===== src/rtl/lock_pkg.sv =====
// Shared constants for the keypad code checker: key codes, FSM encoding,
// clock rate and helpers for turning seconds into cycles.
package lock_pkg;

  localparam logic [3:0] KEY_CLEAR = 4'd10;
  localparam logic [3:0] KEY_ENTER = 4'd11;

  localparam logic [2:0] S_IDLE     = 3'd0;
  localparam logic [2:0] S_ENTRY    = 3'd1;
  localparam logic [2:0] S_CHECK    = 3'd2;
  localparam logic [2:0] S_UNLOCKED = 3'd3;
  localparam logic [2:0] S_LOCKOUT  = 3'd4;

  localparam int unsigned CLK_HZ       = 12_000_000;
  localparam int unsigned TIMEOUT_SECS = 5;
  localparam int unsigned UNLOCK_SECS  = 3;
  localparam int unsigned LOCKOUT_SECS = 10;

  function automatic int unsigned secs_to_cycles(input int unsigned secs);
    return secs * CLK_HZ;
  endfunction

  // Mask covering the low 4*len bits of a 32-bit BCD word.
  function automatic logic [31:0] len_mask(input logic [3:0] len);
    logic [31:0] m;
    m = '0;
    for (int i = 0; i < 8; i++) begin
      if (i < int'(len)) m[4*i +: 4] = 4'hF;
    end
    return m;
  endfunction

  function automatic logic is_digit(input logic [3:0] k);
    return k <= 4'd9;
  endfunction

endpackage


===== src/rtl/code_match.sv =====
// Combinational comparison of the typed entry against every stored code.
// A code matches when the digit count equals its length and the low nibbles
// of the buffer equal the code; any overflow rejects the entry outright.
module code_match
  import lock_pkg::*;
#(
  parameter int unsigned               MAX_DIGITS = 8,
  parameter int unsigned               NUM_CODES  = 2,
  parameter logic [NUM_CODES*32-1:0]   CODES      = {32'h0011_1111, 32'h0000_1111},
  parameter logic [NUM_CODES*4-1:0]    CODE_LENS  = {4'd6, 4'd4}
) (
  input  logic [4*MAX_DIGITS-1:0] digit_buf,
  input  logic [3:0]              digit_count,
  input  logic                    overflow,
  output logic                    match
);

  logic [31:0]          buf_ext;
  logic [NUM_CODES-1:0] hit;

  assign buf_ext = 32'(digit_buf);

  for (genvar i = 0; i < NUM_CODES; i++) begin : g_code
    localparam logic [3:0]  LEN  = CODE_LENS[4*i +: 4];
    localparam logic [31:0] CODE = CODES[32*i +: 32];
    localparam logic [31:0] MASK = len_mask(LEN);
    assign hit[i] = (digit_count == LEN) && ((buf_ext & MASK) == (CODE & MASK));
  end

  assign match = !overflow && (|hit);

endmodule


===== config.mk =====
export PLATFORM = sky130hd
export DESIGN_NAME = code_match
export DESIGN_NICKNAME = d
export VERILOG_FILES = /design/src/rtl/lock_pkg.sv /design/src/rtl/code_match.sv
export SDC_FILE = /design/constraint.sdc
export NUM_CORES = 1
export LEC_CHECK = 0
export CAP_MARGIN = 20
export CORE_AREA = 5 5 42 44
export DETAILED_ROUTE_END_ITERATION = 12
export DIE_AREA = 0 0 47 49
export GPL_ROUTABILITY_DRIVEN = 0
export GPL_TIMING_DRIVEN = 0
export PLACE_DENSITY_LB_ADDON = 0.08
export RECOVER_POWER = 25
export SLEW_MARGIN = 20
export SYNTH_ARGS = -nofsm -noshare
export SYNTH_HDL_FRONTEND = slang
export SYNTH_SLANG_ARGS = --single-unit

===== constraint.sdc =====
create_clock -name vclk -period 0.8
set_input_delay 0.16 -clock vclk [all_inputs]
set_output_delay 0.16 -clock vclk [all_outputs]
set_load 0.1 [all_outputs]

* Word-level counts from Yosys, hierarchy flattened
Index checks and enable logic that the tools add are counted.
Storage, ports and cells: register bits 0, bits in latches 0, RAM bits 0, ROM bits 0, output and inout port bits 1, logic and storage cells 9, memories 0
Operators by class: add/sub/neg operators 0, multiply operators 0, divide/modulo/power cells 0, $lt $le $gt $ge 0, eq/ne operators 4, shift-type cells 0, multiplexer cells 0, bitwise gates (word level) 0, reductions and logical operators 5
Operators by type and width (count):
- 24-bit by 21-bit == test with 1-bit output, second input constant | 1
- 16-bit by 13-bit == test with 1-bit output, second input constant | 1
- 4-bit by 3-bit == test with 1-bit output, second input constant | 2
- 1-bit logical AND | 3
- 2-bit OR reduction | 1
- 1-bit zero test | 1

* Longest topological paths before layout
word-level depth 4, depth in mapped cells 3, gate-level depth less buffers 3

* Worst setup path after synthesis
Ideal clock, no wire load.
path type input-to-output, from in digit_buf[10], to out match, data arrival time 1812 ps, required time 640 ps, slack -1172 ps, stages 3, buffers on the path 0, path through nor4b_2 > nand3_1 > a211oi_2
Between the ends: word-level cells in the longest chain between the ends 4, elaborated cells on any way between the ends 6, those cells by class eq/ne (2); reduce/logical (4)
RTL lines:
- start, declared | line code_match.sv:12 | input logic [4*MAX_DIGITS-1:0] digit_buf,
- 24-bit by 21-bit == test with 1-bit output / 16-bit by 13-bit == test with 1-bit output (equally long branches) | line code_match.sv:27 | assign hit[i] = (digit_count == LEN) && ((buf_ext & MASK) == (CODE & MASK));
- 1-bit logical AND | line code_match.sv:27
- 2-bit OR reduction (*) | line code_match.sv:30 | assign match = !overflow && (|hit);
- 1-bit logical AND (*) | line code_match.sv:30
- end, declared | line code_match.sv:15 | output logic match
Mark *: on every way between the ends. The rest lies on a longest branch, timed or not.

* Final worst setup path
from in digit_buf[0], to out match
The elaborated chain is that of the path after synthesis.

==> reports/metrics.yaml <==
drive_above_1_share_pct: 70.73
min_period_ns: 1.288
cp_max_fo: 1
ys_seq_area_share_pct: 0
finalSetupViolCount: 1
grt_pass1_wl_mm: 1.048
peakVddDrop_v: 0.00009304
worstPathRequired_ns: 0.64
die_x_um: 47
dp_hpwl_um: 688.4
hold_violations: 0
p_leak_nw: 0.1842
grt_overflow_total: 0
violations: "negative setup slack"
post-route-period-util_pct: 161.1
syn_inst: 11
multi_input_area_um2: 187.7
cap_violations: 0
first_global_vias: 282
regArea_um2: 0
fillerInstances: 152
synthTopCellsByArea: "nor4b_2 (52%), a211oi_2 (11%), nor4_2 (11%)"
drt-initial-drc-count: 0
status: "finished, violations left"
slew_headroom_pct: 84.88
startpoint_type: "input port"
p_per_area_nw_per_um2: 343.7
diodes: 0
rows: 14
worst_pin_slew_ns: 0.2238
cts_setup_buffers: 0
placedCellCount: 57
synth_cell_types: 7
rsz0062_at_grt: "yes"
drt_wl_total_um: 728
nClkBuffers: 0
coreArea_um2: 1401
max_stage_delay_ns: 0.26
antenna_found_initial: 0
ys_warn_count: 0
port_buffers: 30
end_kind: "primary output"
fmax_mhz: 776.1
area_growth_pct: 283.9
syn_avg_cell_area_um2: 10.58
hold_path.class: "input port to primary output"
cp_cell_sequence: "clkdlybuf4s15_1 > nor4bb_1 > nand2_1 > a211oi_4 > buf_12"
yosys-top-cells-count: "nor4b_2 (4), nand2_1 (2)"
min_from: "digit_buf[11]"
fin_setup_tns_ns: -0.4885
whs_path_depth: 5
vias_per_cell: 4.000
wire_per_inst_um: 12.77
worst_path_max_delay_cell: "nor4bb_1"
die_y_um: 49
nFlopsAndLatches: 0
syn_area_um2: 116.4
layout.cells.non_filler: 57
holdPathEnd: "match"
crit_type: "input port to primary output"
cts_hold_buffers: 0
die_area_um2: 2303
setup_slack_ns: -0.4885
syn-num-nets: 48
detail-route-antenna-nets: 0
arrival_ns: 1.13
synth_most_common_cell: "nor4b_2"
fin_nets: 80
cp.buffers_inverters: 2
synth.top_cell.area_share_pct: 51.61
grt_max_degree: 2
drc: 0
ios: 38
start_util_pct: 8.304
vias: 228
synth_top_area_cell: "nor4b_2"
cp_top_family: "simple AND/OR/NAND/NOR gates"
track_usage_pct: 5.692
slew_viol_final: 0
dr.pass1.iters: 1
[cell usage in the layout, fill, tap and decap left out]
cell,netlist,layout
buf_12,0,1
nor4bb_1,1,1
a211oi_4,0,1
buf_2,0,15
nor4_4,0,1
clkdlybuf4s15_1,0,6
nand3_2,0,1
dlygate4sd2_1,0,2
buf_6,0,5
clkdlybuf4s50_1,0,1
nand2_1,2,2
nor4b_4,0,5
[area by class of cell]
cell class	instances	share of cell area (%)
Tap cell	16	4.482
Timing Repair Buffer	30	53.50
Multi-Input combinational cell	11	42.02
[worst max path at each step]
stage                        from     to  cells past startpoint
CTS                 digit_buf[15]  match                      5
detailed placement   digit_buf[8]  match                      5
floorplan           digit_buf[21]  match                      3
global route             overflow  match                      5
global placement    digit_buf[21]  match                      5
finish               digit_buf[0]  match                      5
[where the power goes]
part,leakage (nW),switching (mW),internal (mW)
Combinational,0.184,0.0509,0.103
Sequential,0,0,0
Clock,0,0,0
[cells by family (layout without fill, tap and decap cells)]
logic type / after synthesis / after routing / synth area share [%]
AOI/OAI and AO/OA: 1 / 1 / 10.75
buffers and inverters: 0 / 30 / 0
and+or+nand+nor: 10 / 10 / 89.25
[through the flow]
stage / setup slack, ns / area, µm² / total power, mW / util [%] / hold WS (ns)
final: -0.4885 / 446.7 / 0.1535 / 31.87 / 0.7136
after detailed placement: -1.772 / 467.9 / 0.1806 / 33.39 / 1.860
after floorplan: -0.7767 / 147.6 / 0.02099 / - / 0.4956
after CTS: -0.5033 / 446.7 / 0.1562 / 31.87 / 0.7199
after global routing: -0.5433 / 446.7 / 0.1621 / 31.87 / 0.7357
after global placement: -1.753 / 467.9 / 0.1754 / 33.39 / 1.859
[timing repair]
item                                    CTS  global route
endpoints found under the setup margin    1             1
pin swaps                                11             1
resized for setup                       110             0
[routing by layer]
layer / track usage, % / share of wire, % / vias to the layer above
met5: 0 / 0 / -
met4: 0 / 0 / 0
met3: 1.107 / 19 / 0
met2: 11.31 / 56 / 19
met1: 6.114 / 25 / 100
li1: - / - / 109
No activity file was read; power rests on OpenSTA's default activity.
